### src/rtl/updown_cnt_pkg.sv
// Shared constants and helpers for the parametrised up/down counter.
// Imported by cnt_next_logic and param_updown_counter.
package updown_cnt_pkg;

  localparam logic MODE_UP   = 1'b1;
  localparam logic MODE_DOWN = 1'b0;

  // Fixed working width of clamp_load; callers cast in and out of it.
  localparam int unsigned CLAMP_W = 32;

  function automatic logic [CLAMP_W-1:0] clamp_load(input logic [CLAMP_W-1:0] d,
                                                    input logic [CLAMP_W-1:0] max);
    return (d > max) ? max : d;
  endfunction

endpackage

### src/rtl/cnt_next_logic.sv
// Combinational next-state logic for param_updown_counter: load clamp, up/down step,
// and wrap detection. Defining COUNT_SATURATE_EN selects saturating behaviour.
module cnt_next_logic
  import updown_cnt_pkg::*;
#(
  parameter int unsigned      WIDTH   = 8,
  parameter logic [WIDTH-1:0] MAX_VAL = '1
) (
  input  logic [WIDTH-1:0] c_out,
  input  logic             mode,
  input  logic             en,
  input  logic             load,
  input  logic [WIDTH-1:0] d_in,
  output logic [WIDTH-1:0] c_out_d,
  output logic             wrap_d
);

  // One extra bit so "count+1 > MAX_VAL" cannot alias when MAX_VAL is all ones.
  logic [WIDTH:0]   c_ext;
  logic [WIDTH:0]   inc_ext;
  logic [WIDTH:0]   max_ext;
  logic [WIDTH-1:0] dec_val;
  logic [WIDTH-1:0] load_val;
  logic             past_max;
  logic             at_zero;

  assign c_ext    = {1'b0, c_out};
  assign max_ext  = {1'b0, MAX_VAL};
  assign inc_ext  = c_ext + {{WIDTH{1'b0}}, 1'b1};
  assign dec_val  = c_out - {{(WIDTH-1){1'b0}}, 1'b1};
  assign past_max = (inc_ext > max_ext);
  assign at_zero  = (c_out == '0);
  assign load_val = WIDTH'(clamp_load(CLAMP_W'(d_in), CLAMP_W'(MAX_VAL)));

  // NOTE: every output gets a default first so no path leaves it unassigned (no latch).
  always_comb begin
    c_out_d = c_out;
    wrap_d  = 1'b0;
    if (load) begin
      c_out_d = load_val;
    end else if (en) begin
      if (mode == MODE_UP) begin
        if (past_max) begin
`ifdef COUNT_SATURATE_EN
          c_out_d = MAX_VAL;
`else
          c_out_d = '0;
          wrap_d  = 1'b1;
`endif
        end else begin
          c_out_d = inc_ext[WIDTH-1:0];
        end
      end else begin
        if (at_zero) begin
`ifdef COUNT_SATURATE_EN
          c_out_d = '0;
`else
          c_out_d = MAX_VAL;
          wrap_d  = 1'b1;
`endif
        end else begin
          c_out_d = dec_val;
        end
      end
    end
  end

endmodule

### src/rtl/param_updown_counter.sv
// Parametrised loadable up/down counter with modulus, enable, terminal count and wrap pulse.
// Optional build macro COUNT_SATURATE_EN: saturate at the range ends instead of wrapping.
module param_updown_counter
  import updown_cnt_pkg::*;
#(
  parameter int unsigned      WIDTH   = 8,
  parameter logic [WIDTH-1:0] MAX_VAL = '1,
  parameter logic [WIDTH-1:0] RST_VAL = '0
) (
  input  logic             clk,
  input  logic             rst,
  input  logic             en,
  input  logic             load,
  input  logic             mode,
  input  logic [WIDTH-1:0] d_in,
  output logic [WIDTH-1:0] c_out,
  output logic             tc,
  output logic             wrap
);

  if (WIDTH < 2 || WIDTH > CLAMP_W) begin : g_bad_width
    $error("param_updown_counter: WIDTH must be in 2..%0d", CLAMP_W);
  end
  if (MAX_VAL == '0) begin : g_bad_max
    $error("param_updown_counter: MAX_VAL must be >= 1");
  end
  if (RST_VAL > MAX_VAL) begin : g_bad_rst
    $error("param_updown_counter: RST_VAL must be <= MAX_VAL");
  end

  logic [WIDTH-1:0] c_out_q;
  logic [WIDTH-1:0] c_out_d;
  logic             wrap_q;
  logic             wrap_d;

  cnt_next_logic #(
    .WIDTH   (WIDTH),
    .MAX_VAL (MAX_VAL)
  ) u_next (
    .c_out   (c_out_q),
    .mode    (mode),
    .en      (en),
    .load    (load),
    .d_in    (d_in),
    .c_out_d (c_out_d),
    .wrap_d  (wrap_d)
  );

  // NOTE: state registers use non-blocking assignments so all flops update together.
  always_ff @(posedge clk) begin
    if (rst) begin
      c_out_q <= RST_VAL;
      wrap_q  <= 1'b0;
    end else begin
      c_out_q <= c_out_d;
      wrap_q  <= wrap_d;
    end
  end

  assign c_out = c_out_q;
  assign wrap  = wrap_q;
  assign tc    = (mode == MODE_UP) ? (c_out_q == MAX_VAL) : (c_out_q == '0);

endmodule

### config.mk
export PLATFORM = sky130hd
export DESIGN_NAME = param_updown_counter
export DESIGN_NICKNAME = d
export VERILOG_FILES = /design/src/rtl/updown_cnt_pkg.sv /design/src/rtl/cnt_next_logic.sv /design/src/rtl/param_updown_counter.sv
export SDC_FILE = /design/constraint.sdc
export NUM_CORES = 1
export LEC_CHECK = 0
export CAP_MARGIN = 15
export CORE_UTILIZATION = 35
export CTS_CLUSTER_DIAMETER = 120
export CTS_CLUSTER_SIZE = 24
export DETAILED_ROUTE_END_ITERATION = 6
export GPL_TIMING_DRIVEN = 0
export SETUP_SLACK_MARGIN = 0.1
export SYNTH_ARGS = -nofsm -noshare
export SYNTH_HDL_FRONTEND = slang
export SYNTH_SLANG_ARGS = --single-unit
### constraint.sdc
create_clock -name clk -period 2.42 [get_ports clk]
set_clock_uncertainty 0.15 [all_clocks]
set_input_delay 0.726 -clock clk [delete_from_list [all_inputs] [get_ports clk]]
set_output_delay 0.726 -clock clk [all_outputs]
set_load 0.05 [all_outputs]
* Word-level counts from Yosys, hierarchy flattened
Cells that the tools add are included.
** Word-level totals
- Register bits :: 9
- Bits of input ports :: 13
- Logic and storage cells :: 19
** Operators by class
- $add $sub $neg :: 2
- Order comparisons :: 1
- Equal/unequal tests :: 1
- Muxes and demuxes :: 9
- Bitwise operators :: 1
- Reductions and logical operators :: 3
** Operators by type and width (count)
- $mux W8 :: 5
- $add A8 B1 Y9 const B :: 1
- $gt A9 B8 Y1 const B :: 1
- $eq A8 B8 Y1 const B :: 1
- $logic_not A8 Y1 :: 1
- $sub A8 B1 Y8 const B :: 1
- $mux W1 :: 4
- $reduce_or A3 Y1 :: 1
- $reduce_bool A2 Y1 :: 1
- $not A1 Y1 :: 1

* Logic depth before layout (Yosys ltp)
Gate-level depths: netlist of the first run.
- Depth after elaboration :: 6
- Gate-level depth with buffers :: 9
- Mapped depth without buffers :: 8

* Cells and area by module
From an unflattened synthesis of the first run, not the netlist that was laid out.
** Second synthesis, totals
- Cells, all modules :: 140
- Area total of the unflattened synthesis :: 1034.7 um^2
** Modules (own cells, without submodules)
- cnt_next_logic :: times used 1, cells an instance 114, area each 755.7 um^2, sequential area each 0.0 um^2
- param_updown_counter :: times used 1, cells an instance 26, area each 279.0 um^2, sequential area each 180.2 um^2

* Least setup slack after synthesis of the first run
Ideal clock, no wire load.
- Kind :: reg2out
- Start :: reg c_out_q[4], in the netlist c_out[4]
- End :: out tc
- Data arrival time :: 1.784 ns
- Required time :: 1.544 ns
- Path slack :: -0.240 ns
- Cell stages (with the launch flop) :: 5
- Path buffers :: 1
- Path through :: dfxtp_1 > buf_6 > or4_4 > nor4_4 > a21o_2
** Between the ends
- Word-level cells in the longest chain between the ends :: 2
- Elaborated cells between the ends (all ways) :: 3
- Those cells by class :: eq/ne (1); mux (1); reduce/logical (1)
** Ends and longest elaborated chain
- start: declaration :: RTL line param_updown_counter.sv:31 : logic [WIDTH-1:0] c_out_q;
- start signal: assignment :: RTL line param_updown_counter.sv:55 : c_out_q <= c_out_d;
- $eq A8 B8 Y1 / $logic_not A8 Y1 (equally long branches) :: RTL line param_updown_counter.sv:62 : assign tc = (mode == MODE_UP) ? (c_out_q == MAX_VAL) : (c_out_q == '0);
- $mux W1 (*) :: RTL line param_updown_counter.sv:62
- end: declaration :: RTL line param_updown_counter.sv:17 : output logic tc,
Mark *: on every way between the ends. The rest lies on a longest branch, timed or not.

* Final worst setup path of the first run
- Start :: in mode
- End :: out tc
** Between the ends
- Word-level cells in the longest chain between the ends :: 1
** Ends and longest elaborated chain
- start: declaration :: RTL line param_updown_counter.sv:14 : input logic mode,
- $mux W1 :: RTL line param_updown_counter.sv:62
Every way passes these cells.

==> results of run 1 <==
[worst register-to-register path, delay by kind of cell, from the launching register on]
family | cells | cell delay [ns]
AND/OR/NAND/NOR | 2 | 0.27
AO/OA/AOI/OAI | 2 | 0.68
flip-flops | 1 | 0.35
adder cells (fa/ha/maj) | 1 | 0.28
buffers and inverters | 3 | 0.34
[sequential cells by signal, indices dropped and copies added (netlist names)]
| register | cells |
|---|---|
| c_out | 8 |
| wrap | 1 |
[cell families after synthesis]
logic type | count (synthesis)
adders and majority gates | 4
xor gates and xnor gates | 10
DFF | 9
and+or+nand+nor | 50
AOI/OAI and AO/OA | 32
muxes | 1
buffers and inverters | 17
[path summary, 6_finish.rpt]
path,to,slack [ns],from,depth (start not counted)
max reg2reg,c_out[1]$_SDFFE_PP0P_,0.26,c_out[1]$_SDFFE_PP0P_,8
min reg2reg,c_out[5]$_SDFFE_PP0P_,0.54,c_out[5]$_SDFFE_PP0P_,2
min,c_out[5]$_SDFFE_PP0P_,0.54,c_out[5]$_SDFFE_PP0P_,2
max,tc,-0.15,mode,4
[placed cells by master (no fill, tap or decap), types with 3 or more instances in the layout]
master	Yosys	routed
a21oi_1	8	8
a31oi_1	5	5
clkbuf_1	6	3
clkbuf_2	0	3
clkbuf_4	0	4
clkdlybuf4s50_1	0	11
dfxtp_1	9	4
dfxtp_2	0	5
dlygate4sd2_1	0	5
ha_1	4	4
inv_1	6	4
nand2_1	4	4
nand2b_1	3	3
nand3_1	5	5
nor2_1	17	17
nor3_1	9	8
o21ai_0	7	7
o22ai_1	4	4
xnor2_1	6	6
xor2_1	4	4
[per-layer routing]
layer  share of wire  wire, um  GRT usage  up-vias
met5               0         0          0        -
met4          0.0093        22    0.06757        0
met3           0.048       114    0.02632        4
met2            0.45      1057     0.3139       33
met1            0.49      1164     0.2933      473
li1                -         -          -      491
[cell usage after synthesis]
library cell,number
nand3_1,5
nand2_1,4
and3_2,1
nor2b_1,2
ha_1,4
o211ai_1,1
inv_1,6
a211oi_1,1
nand4_1,1
mux2i_1,1
o21ai_0,7
buf_6,1
nor2_1,17
nand3b_1,2
or3_2,1
a31oi_1,5
o22ai_1,4
nor4_1,2
or4_4,1
nand2b_1,3
o21a_1,2
a21o_2,1
clkbuf_1,6
xnor2_1,6
o31a_1,1
nor4_4,1
xor2_1,4
buf_1,2
or3_1,1
a21oi_1,8
buf_2,2
o32ai_1,1
nor3_1,9
a22oi_1,1
dfxtp_1,9
[area by class of cell]
cell class,count,area [sq um]
inverter,6,25.02
timing repair buffer,20,201.4
clock buffer,4,26.28
multi-input combinational,97,621.8
tap,28,35.03
buffer,11,62.56
sequential,9,186.4
fill,235,1117
[power breakdown]
| part | total [mW] | internal [mW] | leakage (nW) | switching [mW] |
|---|---|---|---|---|
| Sequential | 0.176 | 0.161 | 0.0760 | 0.0154 |
| Clock | 0.119 | 0.0637 | 0.0150 | 0.0554 |
| Combinational | 0.230 | 0.0940 | 0.382 | 0.136 |
[repair_timing]
action                                  CTS  global route
pin swaps                                 1             1
setup buffers                             1             0
gates resized for setup                  17            13
endpoints found under the setup margin   14            12
gates cloned                              0             0
==> flow_summary_export.csv, run 1 <==
group,metric,value,unit
clock_tree,clk-insertion-delay-late,0.26,ns
detailed_routing,detail_route.first_pass.iterations,4,
timing,final_hold_viol_count,0,
floorplanning,chipHeight,51.70,um
critical_path,cp_top_family,"buffers and inverters",
clock_tree,root_buffer,"clkbuf_4",
global_routing,grt_max_degree,11,
layout,antenna_cells_inserted,0,
critical_path,critPathMaxStageDelay,0.39,ns
yosys,syn-cell-area,864.6,sq um
detailed_routing,remaining_drc_errors,0,
floorplanning,floorplan.initialDensity,0.3799,
clock_tree,clock_sink_count,9,
power,power.leakage,0.4733,nW
power,power.total,0.5258,mW
clock_tree,cts_max_level,1,
place,placed_cells,170,
timing,worst_slack,-0.1453,ns
detailed_routing,drt_wirelength,2358,um
detailed_routing,vias,1001,
yosys,netlist-cell-type-count,35,
hold_path,hp-class,"flop to flop",
critical_path,cp_max_fo,10,
timing,final-setup-viol-count,1,
timing,min_period,2.565,ns
clock_tree,cts_tree,"yes",
clock_tree,cts_inserted_buffers,3,
clock_tree,cts_hold_repair.buffers,0,
floorplanning,floorplan.rows,17,
critical_path,critical_path.slowest_cell,"dlygate4sd2_1",
critical_path,cp_num_buf_inv,3,
clock_tree,path_clk_slew,0.06,ns
timing,tightest_slew,0.6102,ns
layout,instances_no_fill,175,
layout,final_net_count,165,
timing,timing_max_transition_violations_final,0,
yosys,post_synth_mux_area_share,0.01158,
layout,final_cell_area,0.001159,sq mm
layout,drive_gt1_frac,0.1769,
status,failed_checks,"setup timing",
yosys,synth_xor_xnor_area_share,0.1013,
critical_path,worstPathCellList,"dlygate4sd2_1 -> clkbuf_2 -> a21o_4 -> buf_8",
timing,finalSetupTns,-0.1453,ns
timing,hold_slack,0.5413,ns
critical_path,timing.critical_path.to_type,"output port",
layout,final_core_utilization,0.5091,
yosys,synth_cells,123,
timing,max_freq,0.3898,GHz
yosys,yosys_warnings,0,
timing,layout_worst_path_cycle_share,1.060,
global_routing,grt_first_pass_wirelength,4112,um
yosys,dominant_combinational_cell_family_by_area_after_synthesis,"simple AND/OR/NAND/NOR gates",
yosys,synth-compound-area-share,0.2258,
yosys,postSynthNetCount,140,
floorplanning,core,0.002276,sq mm
detailed_routing,detail_route.iter0.violations,43,
critical_path,worst_ep_required_time,1.54,ns
detailed_routing,drt.antenna.violating_nets,0,
detailed_routing,routed_wire_length_per_instance,13.47,um
critical_path,cp_data_arrival_time,1.69,ns
global_routing,globalRouteOverflowTotal,0,
global_routing,grtUsageTotal,0.2050,
clock_tree,ctsLongestPathBuffers,2,
yosys,synthSimpleGateAreaFrac,0.3097,
floorplanning,die_width,51.70,um
yosys,synth-seq-area-share,0.2084,
power,ir_worst_vdd,0.2935,mV
global_routing,vias_in_the_first_global_route,900,
yosys,synth_fa_ha_area_frac,0.05789,
timing,grt_setup_unrepaired,"true",
layout,area_growth,34.01,%
yosys,top_post_synthesis_cells_by_area,"dfxtp_1 (21%), nor2_1 (7.4%), xnor2_1 (6.1%)",
floorplanning,floorplan.die_area,0.002673,sq mm
floorplanning,ioPinCount,23,
power,power_density_over_the_cells,453.8,mW/mm^2
detailed_routing,routed_via_density,5.720,
critical_path,start_kind,"input pin",
place,input_output_buffers,19,
critical_path,worstSetupPathType,"input pin to output port",
yosys,count_of_state_elements_after_synthesis,9,
place,gp_congestion,0.8177,
place,placedInstanceArea,0.001102,sq mm
yosys,synth_top_cell_area_share,0.2084,
yosys,post-synth-top-area-cell,"dfxtp_1",
place,dp_hpwl,1720,um
yosys,syn_area_per_cell,7.029,sq um
timing,timing.max_slew.rel_slack,0.5913,
place,dp_slack,-1.168,ns
global_routing,grt_antenna_before_repair,0,
status,outcome,"finished with violations",
flow_run,timing.max_cap.violations,0,
(Power assumes the default switching activity.)
==> run 2: changes to the inputs <==
--- a/config.mk
+++ b/config.mk
@@ -10,7 +10,9 @@
 export CTS_CLUSTER_DIAMETER = 120
 export CTS_CLUSTER_SIZE = 24
 export DETAILED_ROUTE_END_ITERATION = 6
+export DONT_BUFFER_PORTS = 1
 export GPL_TIMING_DRIVEN = 0
+export REMOVE_ABC_BUFFERS = 1
 export SETUP_SLACK_MARGIN = 0.1
 export SYNTH_ARGS = -nofsm -noshare
 export SYNTH_HDL_FRONTEND = slang
==> run 2 against run 1 <==
Net effect:
- the flow still finishes with violations (setup timing)
- via count shrank 9.7%
- combinational power shrank 40%
- wire length grew 8.3%
- cell area shrank 17%
- largest power group is now registers
- highest routed layer unchanged
==> flow_summary_export.csv, run 2 (synthesis results as in run 1) <==
group,metric,value,unit
layout,largest_register_ffs,8,
hold_path,hp-class,"input pin to flop",
timing,layout_worst_path_cycle_share,1.092,
timing,final-setup-viol-count,1,
place,input_output_buffers,0,
floorplanning,floorplan.rows,17,
status,outcome,"finished with violations",
critical_path,cp.depth,3,
critical_path,setup.reg_to_reg.worst_slack,0.11,ns
timing,timing_max_transition_violations_final,0,
critical_path,timing.critical_path.to_type,"output port",
critical_path,critPathMaxStageDelay,0.57,ns
critical_path,cp_data_arrival_time,1.77,ns
layout,drive_gt1_frac,0.2097,
critical_path,cp_max_fo,6,
clock_tree,clk-insertion-delay-late,0.28,ns
global_routing,grtUsageTotal,0.2129,
critical_path,worst_ep_required_time,1.54,ns
global_routing,globalRouteOverflowTotal,0,
global_routing,vias_in_the_first_global_route,878,
critical_path,crit-reg2reg-capture,"c_out[1]$_SDFFE_PP0P_",
layout,area_growth,11.29,%
floorplanning,floorplan.die_area,0.002673,sq mm
critical_path,worstPathCellList,"or4_4 -> nor4_4 -> a21o_4",
clock_tree,clock_sink_count,9,
floorplanning,floorplan.initialDensity,0.3799,
layout,final_net_count,142,
layout,layout.cells.most_common,"nor2_1",
power,power_density_over_the_cells,508.9,mW/mm^2
clock_tree,ctsLongestPathBuffers,2,
floorplanning,core,0.002276,sq mm
detailed_routing,routed_wire_length_per_instance,16.80,um
floorplanning,ioPinCount,23,
place,gp_congestion,0.8175,
timing,min_period,2.643,ns
global_routing,gr-usage-met3,0.07895,
clock_tree,cts_tree,"yes",
clock_tree,cts_hold_repair.buffers,0,
global_routing,grt_max_degree,18,
power,power.leakage,0.3428,nW
timing,grt_setup_unrepaired,"true",
place,placedInstanceArea,848.3,sq um
power,ir_worst_vdd,0.2735,mV
critical_path,start_kind,"flop",
timing,worst_slack,-0.2234,ns
global_routing,grt.met2_usage,0.3636,
critical_path,cp_top_family,"simple AND/OR/NAND/NOR gates",
floorplanning,chipHeight,51.70,um
detailed_routing,detail_route.first_pass.iterations,4,
global_routing,grt_first_pass_wirelength,4160,um
critical_path,worstSetupPathType,"flop to output port",
timing,tightest_slew,0.6447,ns
clock_tree,path_clk_slew,0.07,ns
detailed_routing,detail_route.iter0.violations,24,
global_routing,grt_antenna_before_repair,0,
timing,hold_slack,0.3573,ns
clock_tree,root_buffer,"clkbuf_4",
layout,final_cell_area,962.2,sq um
detailed_routing,drt.antenna.violating_nets,0,
layout,antenna_cells_inserted,0,
global_routing,met1_usage,0.2592,
critical_path,cp-endpoint,"tc",
clock_tree,cts_inserted_buffers,3,
detailed_routing,vias,904,
clock_tree,cts_max_level,1,
status,failed_checks,"setup timing",
flow_run,timing.max_cap.violations,0,
place,dp_hpwl,1555,um
hold_path,worstHoldStart,"rst",
timing,final_hold_viol_count,0,
critical_path,cp_num_buf_inv,0,
detailed_routing,remaining_drc_errors,0,
critical_path,ff2ff_path_depth,7,
critical_path,critical_path.slowest_cell,"or4_4",
timing,timing.max_slew.rel_slack,0.5682,
detailed_routing,routed_via_density,5.947,
layout,final_cell_mix,"nor2_1 (17), a21oi_1 (8), nor3_1 (8), o21ai_0 (7)",
detailed_routing,drt_wirelength,2554,um
floorplanning,die_width,51.70,um
critical_path,worstReg2RegStart,"c_out[0]$_SDFFE_PP0P_",
place,dp_slack,-0.5495,ns
global_routing,globalRoute.busiestLayer,"met2",
timing,max_freq,0.3783,GHz
critical_path,timing.critical_path.from,"c_out[4]$_SDFFE_PP0P_",
## run 2: cell count changes in the layout (fill, tap and decap cells not counted), sizes merged
cell	previous run	this run
buf	7	6
dlygate4sd2	5	0
dlymetal6s2s	2	0
clkdlybuf4s50	11	0
clkbuf	10	5
clkdlybuf4s18	0	1
## run 2: report_power, final
| group | internal [mW] | switching [mW] |
|---|---|---|
| Clock | 0.0640 | 0.0629 |
| Sequential | 0.160 | 0.0650 |
| Combinational | 0.0647 | 0.0725 |
## run 2: what timing repair did
item                       CTS  global route
setup buffers                6             2
setup endpoints to repair   10            10
resized for setup           15             2
pin swaps                    2             1
cloned                       0             0
## run 2: stage by stage
stage	setup TNS (ns)	instances	utilization	power [mW]
after floorplan	-0.3179	112	-	0.3202
after global placement	-3.571	140	0.3727	0.3418
after detailed placement	-3.422	140	0.3727	0.3450
after CTS	-0.2599	150	0.4167	0.4848
after global routing	-0.2838	152	0.4228	0.5223
final	-0.2234	152	0.4228	0.4897
## run 2: routing by layer
layer | up-vias | part of all wire
met2 | 30 | 0.49
met4 | 0 | 0.0055
met3 | 3 | 0.062
li1 | 439 | -
met1 | 432 | 0.44
met5 | - | 0
## run 2: worst min path at each step
stage,end,depth (start not counted),slack [ns]
floorplan,c_out[2]$_SDFFE_PP0P_,1,0.66
global placement,c_out[6]$_SDFFE_PP0P_,1,0.66
detailed placement,c_out[4]$_SDFFE_PP0P_,1,0.66
CTS,c_out[4]$_SDFFE_PP0P_,1,0.36
global route,c_out[6]$_SDFFE_PP0P_,1,0.35
finish,c_out[4]$_SDFFE_PP0P_,1,0.36
## run 2: area by class of cell
class	instances	area, sq um
Fill cell	234	1314
Tap cell	28	35.03
Sequential cell	9	202.7
Multi-Input combinational cell	97	626.9
Clock buffer	4	26.28
Inverter	6	22.52
Timing Repair Buffer	8	48.80
==> run 3: changes to the inputs <==
--- a/config.mk
+++ b/config.mk
@@ -5,6 +5,7 @@
 export SDC_FILE = /design/constraint.sdc
 export NUM_CORES = 1
 export LEC_CHECK = 0
+export ABC_CLOCK_PERIOD_IN_PS = 2420
 export CAP_MARGIN = 15
 export CORE_UTILIZATION = 35
 export CTS_CLUSTER_DIAMETER = 120
==> results of run 3 <==
The final DEF is identical to that of run 2; final timing and power are the same.
